===== src/rtl/bpsk_corr_pkg.sv =====
`default_nettype none
// ============================================================================
//  Module   : bpsk_corr_pkg
//  Purpose  : Shared definitions for the BPSK preamble correlator: default
//             preamble/carrier constants (also used by the modulator), the
//             correlator state encoding and the preamble expansion function.
//  Ports    : none (package)
//  Revision : 1.0 - initial release
// ============================================================================
package bpsk_corr_pkg;

    // Defaults shared with the modulator
    localparam int                         C_PREAMBLE_BITS = 8;
    localparam int                         C_WAVELENGTH    = 4;
    localparam logic [C_PREAMBLE_BITS-1:0] C_PREAMBLE      = 8'b1011_0010;

    // Upper bounds for the expansion function's fixed-width interface
    localparam int C_MAX_BITS = 64;
    localparam int C_MAX_REF  = 1024;

    typedef enum logic [1:0] {
        FILL   = 2'd0,
        SEARCH = 2'd1,
        PEAK   = 2'd2,
        LOCKED = 2'd3
    } corr_state_t;

    // Expands nbits preamble symbols into nbits*wl reference samples,
    // LSB-aligned. Symbol bits[nbits-1] is transmitted first and its first
    // sample lands at the MSB of the reference. A '1' symbol is low for the
    // first half of the carrier period and high for the second; a '0' is the
    // complement. With odd wl the second half gets the extra sample.
    function automatic logic [C_MAX_REF-1:0] expand_preamble(
        input logic [C_MAX_BITS-1:0] bits,
        input int                    nbits,
        input int                    wl
    );
        logic [C_MAX_REF-1:0] exp_bits;
        int                   pos;
        logic                 second_half;
        exp_bits = '0;
        pos      = nbits * wl - 1;
        for (int i = nbits - 1; i >= 0; i--) begin
            for (int s = 0; s < wl; s++) begin
                second_half   = (s >= wl / 2);
                exp_bits[pos] = bits[i] ? second_half : ~second_half;
                pos           = pos - 1;
            end
        end
        return exp_bits;
    endfunction

endpackage : bpsk_corr_pkg
`default_nettype wire


===== src/rtl/preamble_correlator_sync_popcount_pipe.sv =====
`default_nettype none
// ============================================================================
//  Module   : popcount_pipe
//  Purpose  : Registered binary adder tree counting the ones in an N-bit word.
//             Fixed latency of $clog2(N) cycles regardless of in_valid; a
//             valid bit and a side-band tag travel alongside the data.
//  Ports    : clk       - clock, rising edge
//             rst       - synchronous active-high reset (clears valid tags)
//             in_valid  - qualifies in_bits / in_tag
//             in_bits   - word to count
//             in_tag    - side-band data delayed with the count
//             out_valid - in_valid delayed by the tree latency
//             out_tag   - in_tag delayed by the tree latency
//             out_count - number of ones in the matching in_bits
//  Revision : 1.0 - initial release
// ============================================================================
module popcount_pipe #(
    parameter int N     = 32,
    parameter int TAG_W = 1
) (
    input  logic                   clk,
    input  logic                   rst,
    input  logic                   in_valid,
    input  logic [N-1:0]           in_bits,
    input  logic [TAG_W-1:0]       in_tag,
    output logic                   out_valid,
    output logic [TAG_W-1:0]       out_tag,
    output logic [$clog2(N+1)-1:0] out_count
);

    localparam int LAT = $clog2(N);
    localparam int CW  = $clog2(N + 1);
    localparam int P   = 1 << LAT;

    // Input padded to a power of two so every tree level halves cleanly
    logic [P-1:0]  w_padded;
    logic [CW-1:0] w_leaf [0:P-1];

    assign w_padded = P'(in_bits);

    always_comb begin
        for (int j = 0; j < P; j++) begin
            w_leaf[j] = CW'(w_padded[j]);
        end
    end

    // Level l holds P>>l partial sums, each registered once
    for (genvar l = 1; l <= LAT; l++) begin : g_lvl
        logic [CW-1:0] r_sum [0:(P>>l)-1];
        if (l == 1) begin : g_first
            always_ff @(posedge clk) begin
                for (int j = 0; j < (P >> l); j++) begin
                    r_sum[j] <= w_leaf[2*j] + w_leaf[2*j+1];
                end
            end
        end else begin : g_upper
            always_ff @(posedge clk) begin
                for (int j = 0; j < (P >> l); j++) begin
                    r_sum[j] <= g_lvl[l-1].r_sum[2*j] + g_lvl[l-1].r_sum[2*j+1];
                end
            end
        end
    end

    assign out_count = g_lvl[LAT].r_sum[0];

    // Valid tags are the only state cleared by reset: beats already in the
    // tree are discarded simply by dropping their valid bit.
    logic [LAT-1:0]   r_vpipe;
    logic [TAG_W-1:0] r_tpipe [0:LAT-1];

    always_ff @(posedge clk) begin
        if (rst) begin
            r_vpipe <= '0;
        end else begin
            r_vpipe[0] <= in_valid;
            for (int k = 1; k < LAT; k++) begin
                r_vpipe[k] <= r_vpipe[k-1];
            end
        end
    end

    always_ff @(posedge clk) begin
        r_tpipe[0] <= in_tag;
        for (int k = 1; k < LAT; k++) begin
            r_tpipe[k] <= r_tpipe[k-1];
        end
    end

    assign out_valid = r_vpipe[LAT-1];
    assign out_tag   = r_tpipe[LAT-1];

endmodule : popcount_pipe
`default_nettype wire


===== src/rtl/preamble_correlator_sync.sv =====
`default_nettype none
// ============================================================================
//  Module   : preamble_correlator_sync
//  Purpose  : Sliding-window correlator for the expanded BPSK preamble.
//             Accepts the preamble in either polarity, refines timing to the
//             best-matching window end within one carrier period, then holds
//             lock until re-armed.
//  Ports    : clk          - clock, rising edge
//             clr          - synchronous active-high reset
//             sample_valid - qualifies sample; all sample-side state stalls
//             sample       - hard-sliced sample
//             rearm        - pulse; returns LOCKED to SEARCH
//             detect       - one-cycle pulse on lock
//             locked       - high while locked
//             inverted     - lock was on the inverted preamble
//             offset       - phase index of the best window end
//             score        - effective mismatch count at the best point
//  Revision : 1.0 - initial release
// ============================================================================
module preamble_correlator_sync
    import bpsk_corr_pkg::*;
#(
    parameter int                       PREAMBLE_BITS = C_PREAMBLE_BITS,
    parameter int                       WAVELENGTH    = C_WAVELENGTH,
    parameter logic [PREAMBLE_BITS-1:0] PREAMBLE      = C_PREAMBLE,
    parameter int                       THRESHOLD     = 2
) (
    input  logic                                          clk,
    input  logic                                          clr,
    input  logic                                          sample_valid,
    input  logic                                          sample,
    input  logic                                          rearm,
    output logic                                          detect,
    output logic                                          locked,
    output logic                                          inverted,
    // WAVELENGTH >= 2 is enforced below, so this width is never zero
    output logic [$clog2(WAVELENGTH)-1:0]                 offset,
    output logic [$clog2(PREAMBLE_BITS*WAVELENGTH+1)-1:0] score
);

    localparam int N      = PREAMBLE_BITS * WAVELENGTH;
    localparam int OFF_W  = $clog2(WAVELENGTH);
    localparam int CW     = $clog2(N + 1);
    localparam int FILL_W = $clog2(N);

    localparam logic [C_MAX_REF-1:0] REF_FULL =
        expand_preamble(C_MAX_BITS'(PREAMBLE), PREAMBLE_BITS, WAVELENGTH);
    localparam logic [N-1:0] REF = REF_FULL[N-1:0];

    if (WAVELENGTH < 2) begin : g_chk_wavelength
        $error("WAVELENGTH must be at least 2");
    end
    if (THRESHOLD >= N / 2) begin : g_chk_threshold
        $error("THRESHOLD must be below half the window length");
    end
    if (PREAMBLE_BITS > C_MAX_BITS || N > C_MAX_REF) begin : g_chk_size
        $error("preamble exceeds expansion function limits");
    end

    // ------------------------------------------------------------------
    // Sample side: window, fill count, phase counter
    // ------------------------------------------------------------------
    logic [N-1:0]      r_window;
    logic [FILL_W-1:0] r_fill;
    logic [OFF_W-1:0]  r_phase;
    logic [N-1:0]      w_window_next;
    logic              w_full;

    assign w_window_next = {r_window[N-2:0], sample};
    // r_fill saturates at N-1: the sample arriving then completes a window
    assign w_full        = (r_fill == FILL_W'(N - 1));

    always_ff @(posedge clk) begin
        if (clr) begin
            r_window <= '0;
            r_fill   <= '0;
            r_phase  <= '0;
        end else if (sample_valid) begin
            r_window <= w_window_next;
            if (!w_full) begin
                r_fill <= r_fill + 1'b1;
            end
            if (r_phase == OFF_W'(WAVELENGTH - 1)) begin
                r_phase <= '0;
            end else begin
                r_phase <= r_phase + 1'b1;
            end
        end
    end

    // ------------------------------------------------------------------
    // Mismatch count pipeline; tag = {window full, phase of this sample}
    // ------------------------------------------------------------------
    logic             w_pipe_valid;
    logic [OFF_W:0]   w_pipe_tag;
    logic [CW-1:0]    w_pipe_count;

    popcount_pipe #(
        .N     (N),
        .TAG_W (OFF_W + 1)
    ) u_popcount (
        .clk       (clk),
        .rst       (clr),
        .in_valid  (sample_valid),
        .in_bits   (w_window_next ^ REF),
        .in_tag    ({w_full, r_phase}),
        .out_valid (w_pipe_valid),
        .out_tag   (w_pipe_tag),
        .out_count (w_pipe_count)
    );

    // Effective error folds in the inverted preamble: N-m mismatches
    // against ~REF. A strict compare keeps the upright polarity on a tie.
    logic [CW-1:0]    w_m_comp;
    logic             w_inv;
    logic [CW-1:0]    w_e;
    logic             w_beat;
    logic [OFF_W-1:0] w_beat_phase;

    assign w_m_comp     = CW'(N) - w_pipe_count;
    assign w_inv        = (w_m_comp < w_pipe_count);
    assign w_e          = w_inv ? w_m_comp : w_pipe_count;
    // Beats from partially filled windows never reach the FSM
    assign w_beat       = w_pipe_valid && w_pipe_tag[OFF_W];
    assign w_beat_phase = w_pipe_tag[OFF_W-1:0];

    // ------------------------------------------------------------------
    // Lock FSM
    // ------------------------------------------------------------------
    corr_state_t      r_state, w_state_next;
    logic [OFF_W-1:0] r_cd, w_cd_next;
    logic [CW-1:0]    r_best_e, w_best_e_next;
    logic [OFF_W-1:0] r_best_phase, w_best_phase_next;
    logic             r_best_inv, w_best_inv_next;
    logic             r_detect, w_detect_next;
    logic [OFF_W-1:0] r_offset, w_offset_next;
    logic [CW-1:0]    r_score, w_score_next;
    logic             r_inverted, w_inverted_next;

    always_comb begin
        w_state_next      = r_state;
        w_cd_next         = r_cd;
        w_best_e_next     = r_best_e;
        w_best_phase_next = r_best_phase;
        w_best_inv_next   = r_best_inv;
        w_detect_next     = 1'b0;
        w_offset_next     = r_offset;
        w_score_next      = r_score;
        w_inverted_next   = r_inverted;

        case (r_state)
            FILL, SEARCH: begin
                // The first full-window beat is evaluated straight from FILL
                if (w_beat) begin
                    if (w_e <= CW'(THRESHOLD)) begin
                        w_best_e_next     = w_e;
                        w_best_phase_next = w_beat_phase;
                        w_best_inv_next   = w_inv;
                        w_cd_next         = OFF_W'(WAVELENGTH - 1);
                        w_state_next      = PEAK;
                    end else begin
                        w_state_next = SEARCH;
                    end
                end
            end
            PEAK: begin
                if (w_beat) begin
                    if (w_e < r_best_e) begin
                        w_best_e_next     = w_e;
                        w_best_phase_next = w_beat_phase;
                        w_best_inv_next   = w_inv;
                    end
                    w_cd_next = r_cd - 1'b1;
                    if (r_cd == OFF_W'(1)) begin
                        // Outputs take the best point including this beat
                        w_state_next    = LOCKED;
                        w_detect_next   = 1'b1;
                        w_offset_next   = w_best_phase_next;
                        w_score_next    = w_best_e_next;
                        w_inverted_next = w_best_inv_next;
                    end
                end
            end
            LOCKED: begin
                if (rearm) begin
                    w_state_next = SEARCH;
                end
            end
            default: begin
                w_state_next = FILL;
            end
        endcase
    end

    always_ff @(posedge clk) begin
        if (clr) begin
            r_state      <= FILL;
            r_cd         <= '0;
            r_best_e     <= '0;
            r_best_phase <= '0;
            r_best_inv   <= 1'b0;
            r_detect     <= 1'b0;
            r_offset     <= '0;
            r_score      <= '0;
            r_inverted   <= 1'b0;
        end else begin
            r_state      <= w_state_next;
            r_cd         <= w_cd_next;
            r_best_e     <= w_best_e_next;
            r_best_phase <= w_best_phase_next;
            r_best_inv   <= w_best_inv_next;
            r_detect     <= w_detect_next;
            r_offset     <= w_offset_next;
            r_score      <= w_score_next;
            r_inverted   <= w_inverted_next;
        end
    end

    assign detect   = r_detect;
    assign locked   = (r_state == LOCKED);
    assign inverted = r_inverted;
    assign offset   = r_offset;
    assign score    = r_score;

endmodule : preamble_correlator_sync
`default_nettype wire


===== config.mk =====
export PLATFORM = sky130hd
export DESIGN_NAME = preamble_correlator_sync
export DESIGN_NICKNAME = d
export VERILOG_FILES = /design/src/rtl/bpsk_corr_pkg.sv /design/src/rtl/preamble_correlator_sync_popcount_pipe.sv /design/src/rtl/preamble_correlator_sync.sv
export SDC_FILE = /design/constraint.sdc
export NUM_CORES = 1
export LEC_CHECK = 0
export CORE_AREA = 2 2 102 128
export DETAILED_ROUTE_END_ITERATION = 12
export DIE_AREA = 0 0 104 130
export PLACE_DENSITY = 0.71
export RECOVER_POWER = 100
export SLEW_MARGIN = 20
export SYNTH_ARGS = -nofsm -noshare
export SYNTH_HDL_FRONTEND = slang
export SYNTH_SLANG_ARGS = --single-unit
export TNS_END_PERCENT = 5

===== constraint.sdc =====
create_clock -name clk -period 4.35 [get_ports clk]
set_input_delay 0.87 -clock clk [delete_from_list [all_inputs] [get_ports clk]]
set_output_delay 0.87 -clock clk [all_outputs]
set_load 0.005 [all_outputs]

# Word-level counts from Yosys, hierarchy flattened
# Memory sizes are Yosys's and may differ from the RTL's.
# Index checks and enable logic that the tools add are counted.
# Widths: inputs -> output; s select.
# word_totals
output_inout_bits	11
word_cells	109
mem_bits_rw	137
regBits	66
romBits	0
latchBits	0
memories	6
# mem_list
name	words	word_bits	rd	rd_ports_with_merged_regs	wr	line	text
u_popcount.g_lvl[2].r_sum	8	6	8	0	8	preamble_correlator_sync_popcount_pipe.sv:49	logic [CW-1:0] r_sum [0:(P>>l)-1];
u_popcount.g_lvl[1].r_sum	16	2	16	0	16	preamble_correlator_sync_popcount_pipe.sv:49	
u_popcount.g_lvl[3].r_sum	4	6	4	0	4	preamble_correlator_sync_popcount_pipe.sv:49	
u_popcount.r_tpipe	5	3	5	0	5	preamble_correlator_sync_popcount_pipe.sv:70	logic [TAG_W-1:0] r_tpipe [0:LAT-1];
u_popcount.g_lvl[4].r_sum	2	6	2	0	2	preamble_correlator_sync_popcount_pipe.sv:49	
u_popcount.g_lvl[5].r_sum	1	6	1	0	1	preamble_correlator_sync_popcount_pipe.sv:49	
# op_classes
addsub	35
div	0
shifts	0
eq_ne	11
mux	28
n_mul	0
n_reduce_logical	9
magnitude_cmp	3
bitwise	4
# ops
operator	count
$add 6x6->6	15
$add 1x1->2	16
$mux 6	5
$mux 2	13
$not 16->16	1
$lt 6x6->1	2
$pmux 6 s2	1
$ne 2x2->1 const B	5
$pmux 2 s2	2
$reduce_and 4->1	2
$eq 2x2->1 const B	3
$le 6x2->1 const B	1
$pmux 2 s3	1
$sub 6x6->6 const A	1
$add 5x1->5 const B	1
$eq 5x5->1 const B	1
$mux 1	5
$eq 2x1->1 const B	2
$not 1->1	3
$reduce_and 3->1	1
$reduce_or 3->1	1
$add 2x1->2 const B	1
$logic_not 2->1	1
$pmux 1 s2	1
other kinds (5)	5

# Longest topological paths before layout
# Gate-level depths: netlist of run 1.
# An unclocked memory read counts as a cell.
# logic_depth
ltp_word	8
mapped_depth	19
depth_no_buf	17

# Modules after synthesis
# From an unflattened synthesis of run 1, not the netlist that was laid out.
# unflattened
hier_cells	589
area_unflattened_um2	6525.0
# by_module_without_submodules
mod	seq_area_each_um2	n_inst	area_each_um2	cells_per_inst
popcount_pipe	2162.1	1	3549.7	258
preamble_correlator_sync	1221.2	1	2975.4	331

# Worst setup path after synthesis of run 1
# Ideal clock, no wire load.
# synth_path
path_type	register to register
from	memory u_popcount.g_lvl[5].r_sum[0][0] (netlist bit)
to	register r_score[0], in the netlist score[0]
synth_period_minus_slack_ps	4455
slack_ps	-105
t_required_ps	4264
arrival_ps	4369
stages_incl_launch_ff	19
setup_time_ps	86
path_cell_list	dfxtp_1 > inv_1 > ha_1 > inv_1 > or3_1 > ha_1 > and3b_1 > o221a_1 > or4_1 > buf_2 > o21ai_1 > ha_1 > a2111oi_0 > nor3_1 > a311oi_1 > nor3_1 > clkbuf_1 > mux2i_1 > a211oi_1
# synth_via
elab_chain_len	6
# synth_rtl
element	line	text
from (decl)	preamble_correlator_sync_popcount_pipe.sv:49	
$mem_v2 1x6 *	-	
$sub 6x6->6	preamble_correlator_sync.sv:120	assign w_m_comp = CW'(N) - w_pipe_count;
$lt 6x6->1	preamble_correlator_sync.sv:121	assign w_inv = (w_m_comp < w_pipe_count);
$mux 6 *	preamble_correlator_sync.sv:122	assign w_e = w_inv ? w_m_comp : w_pipe_count;
$lt 6x6->1	preamble_correlator_sync.sv:168	if (w_e < r_best_e) begin
$mux 6 *	preamble_correlator_sync.sv:168	
to (signal assigned)	preamble_correlator_sync.sv:214	r_score <= w_score_next;
to (decl)	preamble_correlator_sync.sv:137	logic [CW-1:0] r_score, w_score_next;
# Every way passes the cells marked *; elsewhere a longest branch is shown, timed or not.
# A chain may end at the register's enable or synchronous reset.

# Worst setup path in the final report of run 1
# layout_path
from	memory u_popcount.g_lvl[5].r_sum[0][1] (netlist bit)
to	register r_best_e[2]
# layout_via
elab_chain_len	8
word_cells_on_any_way	13
# layout_rtl
element	line	text
$mem_v2 1x6 *	-	
$sub 6x6->6	preamble_correlator_sync.sv:120	
$lt 6x6->1	preamble_correlator_sync.sv:121	
$mux 6 *	preamble_correlator_sync.sv:122	
$lt 6x6->1	preamble_correlator_sync.sv:168	
$mux 6	preamble_correlator_sync.sv:168	
$mux 6	preamble_correlator_sync.sv:167	if (w_beat) begin
$pmux 6 s2	preamble_correlator_sync.sv:151	case (r_state)
to (signal assigned)	preamble_correlator_sync.sv:209	r_best_e <= w_best_e_next;
to (decl)	preamble_correlator_sync.sv:132	logic [CW-1:0] r_best_e, w_best_e_next;
# Every way passes the cells marked *; elsewhere a longest branch is shown, timed or not. The select of a mux whose other input is x is not followed.

==> impl_table.tex, run 1 <==
\begin{tabular}{lr}
\hline
Metric & Value \\
\hline
\multicolumn{2}{l}{\textbf{Cells and area}} \\
Net count, final & 701 \\
Post-route core utilization & 60.9\% \\
Final std cell area, no fill & 7570 sq um \\
Area growth from synthesis to layout & 18.8\% \\
Fraction of final layout cells sized beyond drive strength 1 & between 10\% and 20\% \\
Fillers & 1006 \\
Number of diodes added for antenna fixing & 0 \\
Final instance count without filler cells & 798 \\
\multicolumn{2}{l}{\textbf{Worst hold path}} \\
Count of cells along the worst hold path & 0 \\
Hold Path End & u\_popcount.r\_tpipe[2][2]\$\_DFF\_P\_ \\
Critical hold path startpoint & u\_popcount.r\_tpipe[1][2]\$\_DFF\_P\_ \\
Classification of the worst-slack hold path & reg -> reg \\
\multicolumn{2}{l}{\textbf{Placement}} \\
Place WS & -494 ps \\
DP Wirelength & 7030 microns \\
Number of I/O port buffers & 15 \\
Gp weighted congestion & 0.842 \\
Placed cells & 763 \\
Placement-stage cell area & 6840 sq um \\
\multicolumn{2}{l}{\textbf{Logic synthesis}} \\
Library cell occupying the most area in the post-synthesis netlist & sky130\_fd\_sc\_hd\_\_dfxtp\_1 \\
Asr flop ratio synth & 0\% \\
Top post-synthesis cells by area & sky130\_fd\_sc\_hd\_\_dfxtp\_1 (53\%), sky130\_fd\_sc\_hd\_\_ha\_1 (12\%), sky130\_fd\_sc\_hd\_\_mux2i\_1 (6.4\%) \\
Most instantiated flip-flop cell in the synthesis netlist & sky130\_fd\_sc\_hd\_\_dfxtp\_1 \\
Number of warnings reported in the yosys synthesis log & 0 \\
Count of mapped cells out of synthesis & 573 \\
Post-synth cell types & 47 \\
Count of state elements after synthesis & 169 \\
Sequential element share of the synthesized area & 53.1\% \\
Fraction of post-synthesis cell area in the top cell type by area & 53.1\% \\
Cell area after synthesis & between 6000 and 7000 sq um \\
EDFF count, synth & 0 \\
Syn avg cell area & 11.1 sq um \\
Number of nets in the synthesized netlist & 655 \\
\multicolumn{2}{l}{\textbf{Pwr}} \\
Switching power summed over all nets & 0.927 mW \\
Power density relative to cell area & $\sim$510 nW/um\^{}2 \\
Maximum ir drop on the vdd rail & about 0.22 mV \\
Overall power of the completed layout & between 3 and 4 mW \\
Sw Share & 23.9\% \\
Relative contribution of sequential cells to total power & 41.7\% \\
Share of total power in the clock network & 39.4\% \\
Leak pwr & 3.46 nW \\
Relative contribution of combinational cells to total power & 18.9\% \\
Int Pwr & 2.94 mW \\
\multicolumn{2}{l}{\textbf{Routing}} \\
Router iterations before antenna repair & 4 \\
Remaining design rule violation count & 0 \\
Via count & approximately 4000 \\
DRC marker count from the first detailed-route iteration & 104 \\
WL/cell & 12.6 microns \\
Remaining antenna violation count & 0 \\
Routed via count divided by cell count & 4.95 \\
Wirelength, routed & between 10000 and 15000 microns \\
\multicolumn{2}{l}{\textbf{Clocking}} \\
Depth of the CTS H-tree & 4 \\
Clock transition at the registers of the reported paths & 60 ps \\
Latest clock arrival within the worst-skew pair & 410 ps \\
Clock tree from TritonCTS & done \\
Buffers from clock root to sink, at most & 2 \\
Number of sinks on the clock net & roughly 170 \\
Buffer cell driving the clock tree root & sky130\_fd\_sc\_hd\_\_clkbuf\_16 \\
Number of CTS-inserted buffers & 17 \\
\multicolumn{2}{l}{\textbf{Timing}} \\
Final TNS setup & 0 ps \\
Hold Vio Cnt, Final & 0 \\
Tcrit/Tclk final & 97.7\% \\
Setup Viol. Count Final & 0 \\
Hold Worst Slack & 324 ps \\
Relative slew margins & -55.0\% \\
Pins over their slew limit & 36 \\
Post-route clock skew & approximately 8.4 ps \\
Worst setup margin & a little over 100 ps \\
Post-layout min period & 4250 ps \\
Unrepaired setup endpoints after global routing & true \\
Highest Clock Rate & 0.235 GHz \\
Slew at the pin with the worst max-slew slack & 2330 ps \\
\multicolumn{2}{l}{\textbf{Floorplan}} \\
Width of the chip & 104 microns \\
Core region area & 12400 sq um \\
Die Span Y & 130 microns \\
Number of placement rows & 46 \\
Die outline area & 13500 sq um \\
IO Count & 16 \\
Starting density of the core & 51.2\% \\
\multicolumn{2}{l}{\textbf{Run}} \\
Number of maximum-capacitance violations & 1 \\
\multicolumn{2}{l}{\textbf{GRT}} \\
Global route total overflow & 0 \\
GRT Util Overall & 16.3\% \\
Initial antenna violation count & 0 \\
Via count of the first global-routing pass & 4093 \\
Pin count of the biggest net entering global routing & 38 \\
First-pass GRT wire length & 17600 microns \\
\multicolumn{2}{l}{\textbf{Setup path}} \\
Maximum fanout along the worst path & 6 \\
Path depth of the worst reg2reg path & 17 \\
Worst-case register-to-register setup slack & 100 ps \\
Critical path arrival & between 4000 and 5000 ps \\
Cell Chain, Critical Path & inv\_2 -> ha\_1 -> inv\_1 -> or3\_4 -> ha\_4 -> and3b\_1 -> o221a\_1 -> or4\_4 -> o21ai\_4 -> ha\_4 -> a2111oi\_4 -> nor3\_2 -> a311oi\_2 -> buf\_4 -> nor3\_2 -> or3b\_1 -> a31oi\_2 \\
Reg2Reg Launch Point & u\_popcount.g\_lvl[5].r\_sum[0][1]\$\_DFF\_P\_ \\
Delay contributed by the slowest stage of the critical path & 600 ps \\
Worst reg2reg path endpoint & r\_best\_e[2]\$\_SDFFE\_PP0P\_ \\
Type of the worst setup path & reg -> reg \\
Category of cells accounting for the largest share of critical-path delay & simple AND/OR/NAND/NOR gates \\
Category of the worst setup path launch point & flop \\
Cell with the largest stage delay on the worst path & sky130\_fd\_sc\_hd\_\_or4\_4 \\
Critical Path End Type & flop \\
Critical path buffers and inverters & 3 \\
Endpoint required time on the critical path & 4680 ps \\
\multicolumn{2}{l}{\textbf{Status}} \\
Violated checks & max-capacitance violations, max-slew violations \\
Result of the run & finished with violations \\
\hline
\end{tabular}
[area by class of cell]
class / count / area [sq um] / area share [%]
clock buffer: 21 / 460 / 6.08
clock inverter: 9 / 148 / 1.95
inverter: 60 / 225 / 2.98
multi-input combinational: 327 / 2790 / 36.9
sequential: 169 / 3380 / 44.7
tap: 168 / 210 / 2.78
timing repair buffer: 44 / 350 / 4.63
[how the worst max path moves through the flow]
stage / cells past startpoint / start / endpoint
2_1_floorplan: 18 / u_popcount.g_lvl[5].r_sum[0][0]$_DFF_P_ / score[0]$_SDFFE_PP0P_
3_3_place_gp: 18 / u_popcount.g_lvl[5].r_sum[0][0]$_DFF_P_ / offset[0]$_SDFFE_PP0P_
3_5_place_dp: 18 / u_popcount.g_lvl[5].r_sum[0][1]$_DFF_P_ / offset[1]$_SDFFE_PP0P_
4_1_cts: 19 / u_popcount.g_lvl[5].r_sum[0][1]$_DFF_P_ / r_best_inv$_SDFFE_PP0P_
5_1_grt: 17 / u_popcount.g_lvl[5].r_sum[0][0]$_DFF_P_ / r_best_e[2]$_SDFFE_PP0P_
6_report: 17 / u_popcount.g_lvl[5].r_sum[0][1]$_DFF_P_ / r_best_e[2]$_SDFFE_PP0P_
[cells in the mapped netlist (3+ instances only)]
master and instances:
sky130_fd_sc_hd__a211oi_1 7, sky130_fd_sc_hd__a21o_1 13, sky130_fd_sc_hd__a21oi_1 15, sky130_fd_sc_hd__a311oi_1 3, sky130_fd_sc_hd__buf_1 6, sky130_fd_sc_hd__clkbuf_1 9
sky130_fd_sc_hd__dfxtp_1 169, sky130_fd_sc_hd__fa_1 15, sky130_fd_sc_hd__ha_1 62, sky130_fd_sc_hd__inv_1 60, sky130_fd_sc_hd__mux2i_1 41, sky130_fd_sc_hd__nand2_1 13
sky130_fd_sc_hd__nand2b_1 7, sky130_fd_sc_hd__nand3_1 5, sky130_fd_sc_hd__nor2_1 56, sky130_fd_sc_hd__nor2b_1 12, sky130_fd_sc_hd__nor3_1 11, sky130_fd_sc_hd__o21a_1 3
sky130_fd_sc_hd__o21ai_0 9, sky130_fd_sc_hd__o21ai_1 8, sky130_fd_sc_hd__or3_1 3, sky130_fd_sc_hd__or4_1 3, sky130_fd_sc_hd__xnor2_1 13
[power by group through the flow]
stage               Sequential, mW  Combinational (mW)  Clock [mW]
floorplan                     1.65               0.372           0
global placement              1.64               0.586           0
detailed placement            1.65               0.605           0
CTS                           1.61               0.636        1.56
global route                  1.62               0.798        1.63
finish                        1.61               0.731        1.53
[kinds of logic (layout without fill, tap and decap cells)]
group,after synthesis,in the layout,share of synthesized area [%]
buffers and inverters,78,134,4.75
adders and majority gates,77,77,16.9
DFF,169,169,53.1
AOI/OAI and AO/OA,71,71,7.56
muxes,41,41,6.44
and+or+nand+nor,122,123,9.19
xor gates and xnor gates,15,15,2.06
[layer usage]
metal  up-vias  part of all wire [%]  routed length, microns  track usage (%)
li1       2003                     -                       -                -
met1      1863                    41                    4160             16.9
met5         -                     0                       0                0
met3        25                   2.6                     258             5.00
met4         0                   2.8                     279             8.11
met2        57                    53                    5340             30.3
[layout by cell type, fill, tap and decap left out, types with 9 or more instances in the layout]
| cell | count |
|---|---|
| sky130_fd_sc_hd__dlygate4sd3_1 | 11 |
| sky130_fd_sc_hd__dfxtp_1 | 168 |
| sky130_fd_sc_hd__clkbuf_16 | 17 |
| sky130_fd_sc_hd__nor3_1 | 9 |
| sky130_fd_sc_hd__buf_4 | 27 |
| sky130_fd_sc_hd__xnor2_1 | 13 |
| sky130_fd_sc_hd__mux2i_1 | 41 |
| sky130_fd_sc_hd__a21oi_1 | 15 |
| sky130_fd_sc_hd__inv_1 | 58 |
| sky130_fd_sc_hd__o21ai_0 | 9 |
| sky130_fd_sc_hd__nor2_1 | 56 |
| sky130_fd_sc_hd__a21o_1 | 13 |
| sky130_fd_sc_hd__nand2_1 | 12 |
| sky130_fd_sc_hd__fa_1 | 15 |
| sky130_fd_sc_hd__nor2b_1 | 12 |
| sky130_fd_sc_hd__ha_1 | 60 |
[sequential cells by signal, summed over array words and instances, names as in the netlist, 2 cells and up]
signal / flops
offset: 2
r_best_e: 6
r_best_phase: 2
r_cd: 2
r_fill: 5
r_phase: 2
r_state: 2
r_window: 31
score: 6
u_popcount.g_lvl.r_sum: 88
u_popcount.r_tpipe: 15
u_popcount.r_vpipe: 5
[worst reg2reg max path: stages, from the launching register on]
cell	delay, ps
sky130_fd_sc_hd__dfxtp_1	320
sky130_fd_sc_hd__inv_2	50
sky130_fd_sc_hd__ha_1	120
sky130_fd_sc_hd__inv_1	50
sky130_fd_sc_hd__or3_4	330
sky130_fd_sc_hd__ha_4	220
sky130_fd_sc_hd__and3b_1	170
sky130_fd_sc_hd__o221a_1	240
sky130_fd_sc_hd__or4_4	600
sky130_fd_sc_hd__o21ai_4	200
sky130_fd_sc_hd__ha_4	230
sky130_fd_sc_hd__a2111oi_4	350
sky130_fd_sc_hd__nor3_2	100
sky130_fd_sc_hd__a311oi_2	310
sky130_fd_sc_hd__buf_4	190
sky130_fd_sc_hd__nor3_2	70
sky130_fd_sc_hd__or3b_1	410
sky130_fd_sc_hd__a31oi_2	200
[timing repair]
item                       in CTS  in global routing
pin swaps                       2                 10
gates cloned                    0                  1
setup endpoints to repair      13                 14
buffers inserted                0                  4
gates resized for setup         5                 12
hold buffers                    0                  0
Note: power is estimated with default switching activity, not from simulation.
==> run 2: changes to the inputs <==
- ABC_CLOCK_PERIOD_IN_PS: default -> 4350
==> results of run 2 <==
Same layout as run 1: the final DEF is identical, and so are final timing and power.
